**src/rtl/led_pkg.sv**
```systemverilog
// Shared definitions for the LED ownership arbiter: requester indices,
// pattern codes, FSM state encoding and small decode helpers.
package led_pkg;

  localparam int NUM_REQ = 3;
  localparam int REQ_HB  = 0;
  localparam int REQ_ISP = 1;
  localparam int REQ_ERR = 2;

  localparam logic [1:0] PAT_SOLID = 2'b00;
  localparam logic [1:0] PAT_SLOW  = 2'b01;
  localparam logic [1:0] PAT_FAST  = 2'b10;
  localparam logic [1:0] PAT_ALT   = 2'b11;

  typedef enum logic [1:0] {
    ST_IDLE = 2'd0,
    ST_HOLD = 2'd1,
    ST_OWN  = 2'd2
  } state_e;

  // One-hot of the highest-priority asserted request, zero when none.
  function automatic logic [NUM_REQ-1:0] pick_highest(input logic [NUM_REQ-1:0] r);
    logic [NUM_REQ-1:0] g;
    g = '0;
    if (r[REQ_ERR])      g[REQ_ERR] = 1'b1;
    else if (r[REQ_ISP]) g[REQ_ISP] = 1'b1;
    else if (r[REQ_HB])  g[REQ_HB]  = 1'b1;
    return g;
  endfunction

  // LED pair for a pattern code at the given phase; bit 0 is LED0.
  function automatic logic [1:0] led_decode(input logic [1:0] pat, input logic [2:0] phase);
    logic [1:0] led;
    case (pat)
      PAT_SOLID: led = 2'b11;
      PAT_SLOW:  led = {2{phase[2]}};
      PAT_FAST:  led = {2{phase[0]}};
      PAT_ALT:   led = {~phase[1], phase[1]};
      default:   led = 2'b00;
    endcase
    return led;
  endfunction

endpackage

```
**src/rtl/led_tick_gen.sv**
```systemverilog
// Free-running prescaler producing a one-cycle tick every CLK_DIV clocks,
// plus a 3-bit phase counter advanced on each tick.
module led_tick_gen #(
  parameter int CLK_DIV = 50000
) (
  input  logic       clk,
  input  logic       reset,
  output logic       tick,
  output logic [2:0] phase
);

  localparam int PW = (CLK_DIV > 1) ? $clog2(CLK_DIV) : 1;
  localparam logic [PW-1:0] LAST = PW'(CLK_DIV - 1);

  logic [PW-1:0] cnt_q, cnt_d;
  logic [2:0]    phase_q, phase_d;

  assign tick  = (cnt_q == LAST);
  assign phase = phase_q;

  always_comb begin
    cnt_d   = tick ? '0 : cnt_q + PW'(1);
    phase_d = tick ? phase_q + 3'd1 : phase_q;
  end

  always_ff @(posedge clk) begin
    if (reset) begin
      cnt_q   <= '0;
      phase_q <= '0;
    end else begin
      cnt_q   <= cnt_d;
      phase_q <= phase_d;
    end
  end

endmodule

```
**src/rtl/led_arbiter.sv**
```systemverilog
// Priority arbiter granting the LED pair to one of three requesters with a
// minimum hold time, and driving the owner's blink pattern.
module led_arbiter
  import led_pkg::*;
#(
  parameter int CLK_DIV  = 50000,
  parameter int MIN_HOLD = 8
) (
  input  logic                   clk,
  input  logic                   reset,
  input  logic [NUM_REQ-1:0]     req,
  input  logic [2*NUM_REQ-1:0]   req_pat,
  output logic [NUM_REQ-1:0]     grant,
  output logic [1:0]             o_LED,
  output logic                   busy
);

  localparam int HW = $clog2(MIN_HOLD + 1);
  localparam logic [HW-1:0] HOLD_LOAD = HW'(MIN_HOLD);

  logic       tick;
  logic [2:0] phase;

  led_tick_gen #(.CLK_DIV(CLK_DIV)) u_tick_gen (
    .clk   (clk),
    .reset (reset),
    .tick  (tick),
    .phase (phase)
  );

  state_e             state_q;
  logic [NUM_REQ-1:0] grant_q;
  logic [HW-1:0]      hold_q;
  logic [1:0]         led_q;

  logic [NUM_REQ-1:0] top_req;
  logic [NUM_REQ-1:0] above_owner;
  logic               owner_req;
  logic               preempt;
  logic               release_own;
  logic [1:0]         owner_pat;
  logic [1:0]         led_d;

  always_comb begin
    top_req     = pick_highest(req);
    owner_req   = |(req & grant_q);
    // Requesters strictly above the current owner in priority.
    above_owner = {grant_q[REQ_ISP] | grant_q[REQ_HB], grant_q[REQ_HB], 1'b0};
    preempt     = (|(req & above_owner)) | (!owner_req && (|req));
    release_own = !(|req);
    owner_pat   = PAT_SOLID;
    if (grant_q[REQ_ERR])      owner_pat = req_pat[2*REQ_ERR +: 2];
    else if (grant_q[REQ_ISP]) owner_pat = req_pat[2*REQ_ISP +: 2];
    else if (grant_q[REQ_HB])  owner_pat = req_pat[2*REQ_HB +: 2];
    led_d       = (|grant_q) ? led_decode(owner_pat, phase) : 2'b00;
  end

  always_ff @(posedge clk) begin
    if (reset) begin
      state_q <= ST_IDLE;
      grant_q <= '0;
      hold_q  <= '0;
      led_q   <= 2'b00;
    end else begin
      led_q <= led_d;
      case (state_q)
        ST_IDLE: begin
          if (|req) begin
            grant_q <= top_req;
            hold_q  <= HOLD_LOAD;
            state_q <= ST_HOLD;
          end
        end
        ST_HOLD: begin
          // Requests are ignored until the hold window expires.
          if (tick) begin
            if (hold_q == HW'(1)) begin
              hold_q  <= '0;
              state_q <= ST_OWN;
            end else begin
              hold_q <= hold_q - HW'(1);
            end
          end
        end
        ST_OWN: begin
          if (release_own) begin
            grant_q <= '0;
            state_q <= ST_IDLE;
          end else if (preempt) begin
            grant_q <= top_req;
            hold_q  <= HOLD_LOAD;
            state_q <= ST_HOLD;
          end
        end
        default: begin
          grant_q <= '0;
          hold_q  <= '0;
          state_q <= ST_IDLE;
        end
      endcase
    end
  end

  assign grant = grant_q;
  assign o_LED = led_q;
  assign busy  = |grant_q;

endmodule
```
**config.mk**
```make
export PLATFORM = sky130hd
export DESIGN_NAME = led_arbiter
export DESIGN_NICKNAME = d
export VERILOG_FILES = /design/src/rtl/led_pkg.sv /design/src/rtl/led_tick_gen.sv /design/src/rtl/led_arbiter.sv
export SDC_FILE = /design/constraint.sdc
export NUM_CORES = 1
export LEC_CHECK = 0
export CORE_UTILIZATION = 49
export DETAILED_ROUTE_END_ITERATION = 8
export GPL_TIMING_DRIVEN = 0
export HOLD_SLACK_MARGIN = 0.06
export PLACE_DENSITY = 0.74
export SLEW_MARGIN = 20
export SYNTH_ARGS = -nofsm -noshare
export SYNTH_HDL_FRONTEND = slang
export SYNTH_SLANG_ARGS = --single-unit
```
**constraint.sdc**
```tcl
create_clock -name clk -period 1.99 [get_ports clk]
set_input_delay 0.398 -clock clk [delete_from_list [all_inputs] [get_ports clk]]
set_output_delay 0.398 -clock clk [all_outputs]
set_load 0.01 [all_outputs]
```
# Word-level counts from Yosys, hierarchy flattened
# Cells that the tools add are included.
# word_totals
register_bits	30
input_bits	11
elab_cells	67
# op_classes
add_sub_neg	3
eq_ne	13
n_mux	25
n_bitwise	7
reduce_logical	13
# op_table
cell	n
$mux W4	5
$mux W2	9
$add A16 B1 Y16 const B	1
$eq A16 B16 Y1 const B	1
$pmux W4 S3	1
$reduce_or A3 Y1	4
$mux W3	3
$pmux W3 S3	1
$ne A2 B2 Y1 const B	4
$pmux W2 S4	1
$reduce_and A4 Y1	2
$and A3 B3 Y3	2
$eq A2 B2 Y1 const B	3
$pmux W2 S3	1
$eq A2 B1 Y1 const B	2
$eq A4 B1 Y1 const B	1
$logic_not A2 Y1	2
$mux W1	4
$reduce_or A2 Y1	2
$sub A4 B1 Y4 const B	1
$add A3 B1 Y3 const B	1
$ne A3 B3 Y1 const B	1
$not A1 Y1	3
$reduce_and A3 Y1	1
other kinds (4)	5

# Logic depth before layout (Yosys ltp)
# depth
depth_word	8
mapped_depth	7
ltp_nobuf	7

# By module
# Synthesis repeated with hierarchy kept, for this count alone.
# unflattened
cells_unflattened	181
hier_area_um2	1502.7
# modules_own_cells
module	n_inst	cells_per_inst	area_each_um2	seq_area_each_um2
led_tick_gen	1	95	837.1	380.4
led_arbiter	1	86	665.6	220.2

# Least setup slack after synthesis
# No wires, ideal clock.
# synth_path
path_type	reg2reg
start	register u_tick_gen.cnt_q[10]
end	register u_tick_gen.cnt_q[6]
setup_time_ps	115
arrival_time_ps	1746
required_ps	1875
slack_ps	129
path_stages_with_launch	7
n_path_buf	2
period_less_slack_ps	1861
path_cell_list	dfxtp_1 or4b_4 nor4_4 or2_1 buf_4 buf_6 nor2_1
# synth_between
elab_chain_cells	2
# synth_lines
element	line_no	rtl
start: declaration	led_tick_gen.sv:15	logic [PW-1:0] cnt_q, cnt_d;
start signal: assignment	led_tick_gen.sv:31	cnt_q <= cnt_d;
$eq A16 B16 Y1	led_tick_gen.sv:18	assign tick = (cnt_q == LAST);
$reduce_or A2 Y1 (no source line)	-	
# No other way between the ends.
# A chain may end at the register's enable or synchronous reset.

# Worst setup path after layout
# layout_path
start	input req[2]
end	register grant_q[1], in the netlist grant[1]
# layout_between
elab_chain_cells	7
elab_cells_between_ends	16
cone_classes	2 x eq/ne; 5 x mux; 3 x bitwise; 6 x reduce/logical
# layout_lines
element	line_no	rtl
start: declaration	led_arbiter.sv:11	input logic [NUM_REQ-1:0] req,
$and A3 B3 Y3	led_arbiter.sv:46	owner_req = |(req & grant_q);
$reduce_or A3 Y1	led_arbiter.sv:46	
$logic_not A1 Y1	led_arbiter.sv:49	preempt = (|(req & above_owner)) | (!owner_req && (|req));
$logic_and A1 B1 Y1	led_arbiter.sv:49	
$or A1 B1 Y1	led_arbiter.sv:49	
$ne A3 B3 Y1 (no source line)	-	
$reduce_and A3 Y1 (no source line)	-	
end signal: assignment	led_arbiter.sv:69	grant_q <= top_req;
end signal: assignment	led_arbiter.sv:90	grant_q <= top_req;
end: declaration	led_arbiter.sv:32	logic [NUM_REQ-1:0] grant_q;
# Several ways; a longest one is shown, not always the timed one. The select of a mux whose other input is x is not followed.

==> impl_results.md <==
* Run status: finished with violations
* Failing checks: design-rule violations
* IO buf count at 16
* Power consumption at around 1400 uW
* Hpwl dp at between 2000 and 2500 um
* Lkg Pwr at 0.0006703 uW
* Synthesized area at 0.001476 sq mm
* Yosys Warn Count at 0
* Worst skew pair latency at between 0.3 and 0.4 ns
* Initial antenna violation count at 0
* Die area at between 0.003 and 0.004 sq mm
* Max Cap Viol at 0
* CTS tree: done
* Via density at roughly 5.7
* Worst Hold Depth at 1
* Tmin final at between 1.5 and 2 ns
* Critical path fanouts, max at 6
* #FFs+latches synth at 30
* Wire length of the first global-routing pass at around 5200 um
* Vias in the first global route at around 1.2k
* Comb power frac at around 8.4%
* Setup TNS at 0 ns
* Worst Reg2Reg Path Length in Cells at 5
* Final nets at between 200 and 250
* DR iter-0 viols at 41
* Top Ports at 17
* Max-slew violations at 0
* Starting Density at 52.63%
* HP Start: u_tick_gen.cnt_q[0]
* Sequential share of power at between 40% and 50%
* RSZ-0062 raised after global routing: false
* Final non-filler cell total at 225
* Filler cells at 230
* Relative slew slack at 63.89%
* Clock sink total at 30
* Final wirelength at approximately 3000 um
* Endpoints failing hold at 0
* Skew final at around 0.014 ns
* CP Capture Type: flip-flop
* Min-delay worst type: reg -> reg
* CP Launch Type: input port
* Highest clock rate at between 500 and 600 MHz
* Die span in y at 56.89 um
* Most common cell after layout, fill and taps aside: nor2_1
* R2r startpoint: u_tick_gen.cnt_q[10]
* Worst slew pin tran at between 0.5 and 0.6 ns
* Clock root cell: clkbuf_4
* TritonCTS buffer count at 5
* Worst IR drop on VDD at approximately 0.87 mV
* Psw at between 200 and 300 uW
* Commonest cells after routing, fill and taps aside: 28 x nor2_1, 27 x dfxtp_1, 15 x clkdlybuf4s50_1
* Clock Pin Slew Worst Setup and Hold Paths at approximately 0.10 ns
* CP startpoint: req[2]
* Largest net degree at the start of global routing at 11
* Total number of vias at 1,274
* Placed instance count at 216
* H-tree Lvls at 2
* Number of cell rows at 19
* CP Class: in -> reg
* Syn Nets at 184
* Share of layout cells above drive strength 1 at between 10% and 20%
* Total track usage at 21.03%
* Worst Path Arrival at 2.15 ns
* First-pass iteration count of the detailed router at 6
* Routed wire per std cell at about 13 um
* Post-synthesis cell type count at 45
* EDFF count, synth at 0
* Mapped Avg Cell Area at between 8 and 9 sq um
* Core Area at 0.002805 sq mm
* Grt ovf at 0
* Sequential fraction of the synthesis area at between 40% and 50%
* Setup Viol. Count Final at 0
* Worst EP required at 2.26 ns
* Synth-to-layout area growth at 22.97%
* Gp weighted congestion at roughly 0.84
* Switch share at a little over a fifth
* Post-route ant nets at 0
* PD cells at about 770 mW/mm^2
* Final worst-path cycle share at a little over nine tenths
* Ys async rst share at 0%
* Total DRC errors in the routed layout at 6
* Internal power at roughly 1100 uW
* Antenna Cells at 0
* Clock Tree Buf Depth at 2
* Final Util at 64.72%
* Width of the die at roughly 57 um
* Mapped Cells at 169
* Synth Flop Type: dfxtp_1
* Clock Power Share at 46.5%
-- synth_stat cells (4+ instances only) --
| library cell | n | area [sq um] |
|---|---|---|
| o21ai_0 | 6 | 30.03 |
| xnor2_1 | 8 | 70.07 |
| ha_1 | 4 | 50.05 |
| xor2_1 | 8 | 70.07 |
| nand3_1 | 7 | 35.03 |
| dfxtp_1 | 30 | 600.6 |
| nor2_1 | 28 | 105.1 |
| nor3_1 | 6 | 30.03 |
| inv_1 | 6 | 22.52 |
| a21oi_1 | 10 | 50.05 |
| nand2_1 | 11 | 41.29 |
-- cell families (layout without fill, tap and decap cells) --
family | Yosys count | count (layout) | synth area share, %
AO/OA/AOI/OAI | 29 | 29 | 12.46
XOR/XNOR | 16 | 16 | 9.492
adder cells (fa/ha/maj) | 4 | 4 | 3.390
buffers and inverters | 9 | 34 | 3.051
flip-flops | 30 | 30 | 40.68
multiplexers | 3 | 3 | 2.034
AND/OR/NAND/NOR | 78 | 78 | 28.90
-- area by class of cell --
class                   count  area (sq um)  area share (%)
flip-flops and latches     30         604.3           33.29
well taps                  31         38.79           2.136
clock inverters             2         60.06           3.308
plain buffers               2         11.26          0.6203
repair buffers             18         173.9           9.580
clock buffers               6         51.30           2.826
inverters                   6         22.52           1.241
multi-input cells         130         853.3           47.00
-- layer usage --
| metal | up-vias | part of all wire, % | global-route usage [%] |
|---|---|---|---|
| li1 | 646 | - | - |
| met1 | 586 | 48 | 26.58 |
| met2 | 37 | 44 | 32.27 |
| met3 | 5 | 5.0 | 6.221 |
| met4 | 0 | 2.1 | 10.80 |
| met5 | - | 0 | 0 |
-- power by group through the flow --
stage	clock (uW)	combinational [uW]	sequential (uW)
floorplan	0	63.8	645
global placement	0	116	644
detailed placement	0	119	645
CTS	659	118	631
global route	673	131	635
finish	650	118	631
-- sequential cells by signal, indices dropped and copies added (netlist names) --
register	count
u_tick_gen.cnt_q	16
hold_q	4
grant	3
u_tick_gen.phase	3
o_LED	2
state_q	2
-- worst max-delay path: stages --
cell and delay, ns:
clkdlybuf4s50_1 0.58, nor2_1 0.08, a32oi_2 0.30, a21boi_1 0.16, or4b_1 0.48, a21oi_1 0.15
-- final timing paths --
kind / slack, ns / end
max: 0.11 / grant[1]
min reg2reg: 0.45 / u_tick_gen.cnt_q[0]
min: 0.45 / u_tick_gen.cnt_q[0]
max reg2reg: 0.13 / hold_q[2]
-- per-stage QoR --
| stage | hold WS [ns] | setup slack (ns) | cell area (sq um) |
|---|---|---|---|
| 2_1_floorplan | 0.4175 | 0.1292 | 1476 |
| 6_report | 0.4520 | 0.1105 | 1815 |
| 4_1_cts | 0.4547 | 0.04663 | 1800 |
| 3_5_place_dp | 0.4383 | -0.3067 | 1675 |
| 5_1_grt | 0.4814 | 0.01680 | 1815 |
| 3_3_place_gp | 0.4279 | -0.2629 | 1675 |
-- what timing repair did --
| action | in CTS | in global routing |
|---|---|---|
| hold buffers | 0 | 0 |
| pin swaps | 1 | 2 |
| setup endpoints to repair | 14 | 17 |
| gates cloned | 0 | 0 |
| resized for setup | 1 | 8 |
| endpoints found under the hold margin | 0 | 0 |
| buffers inserted | 2 | 0 |
(Power assumes the default switching activity.)
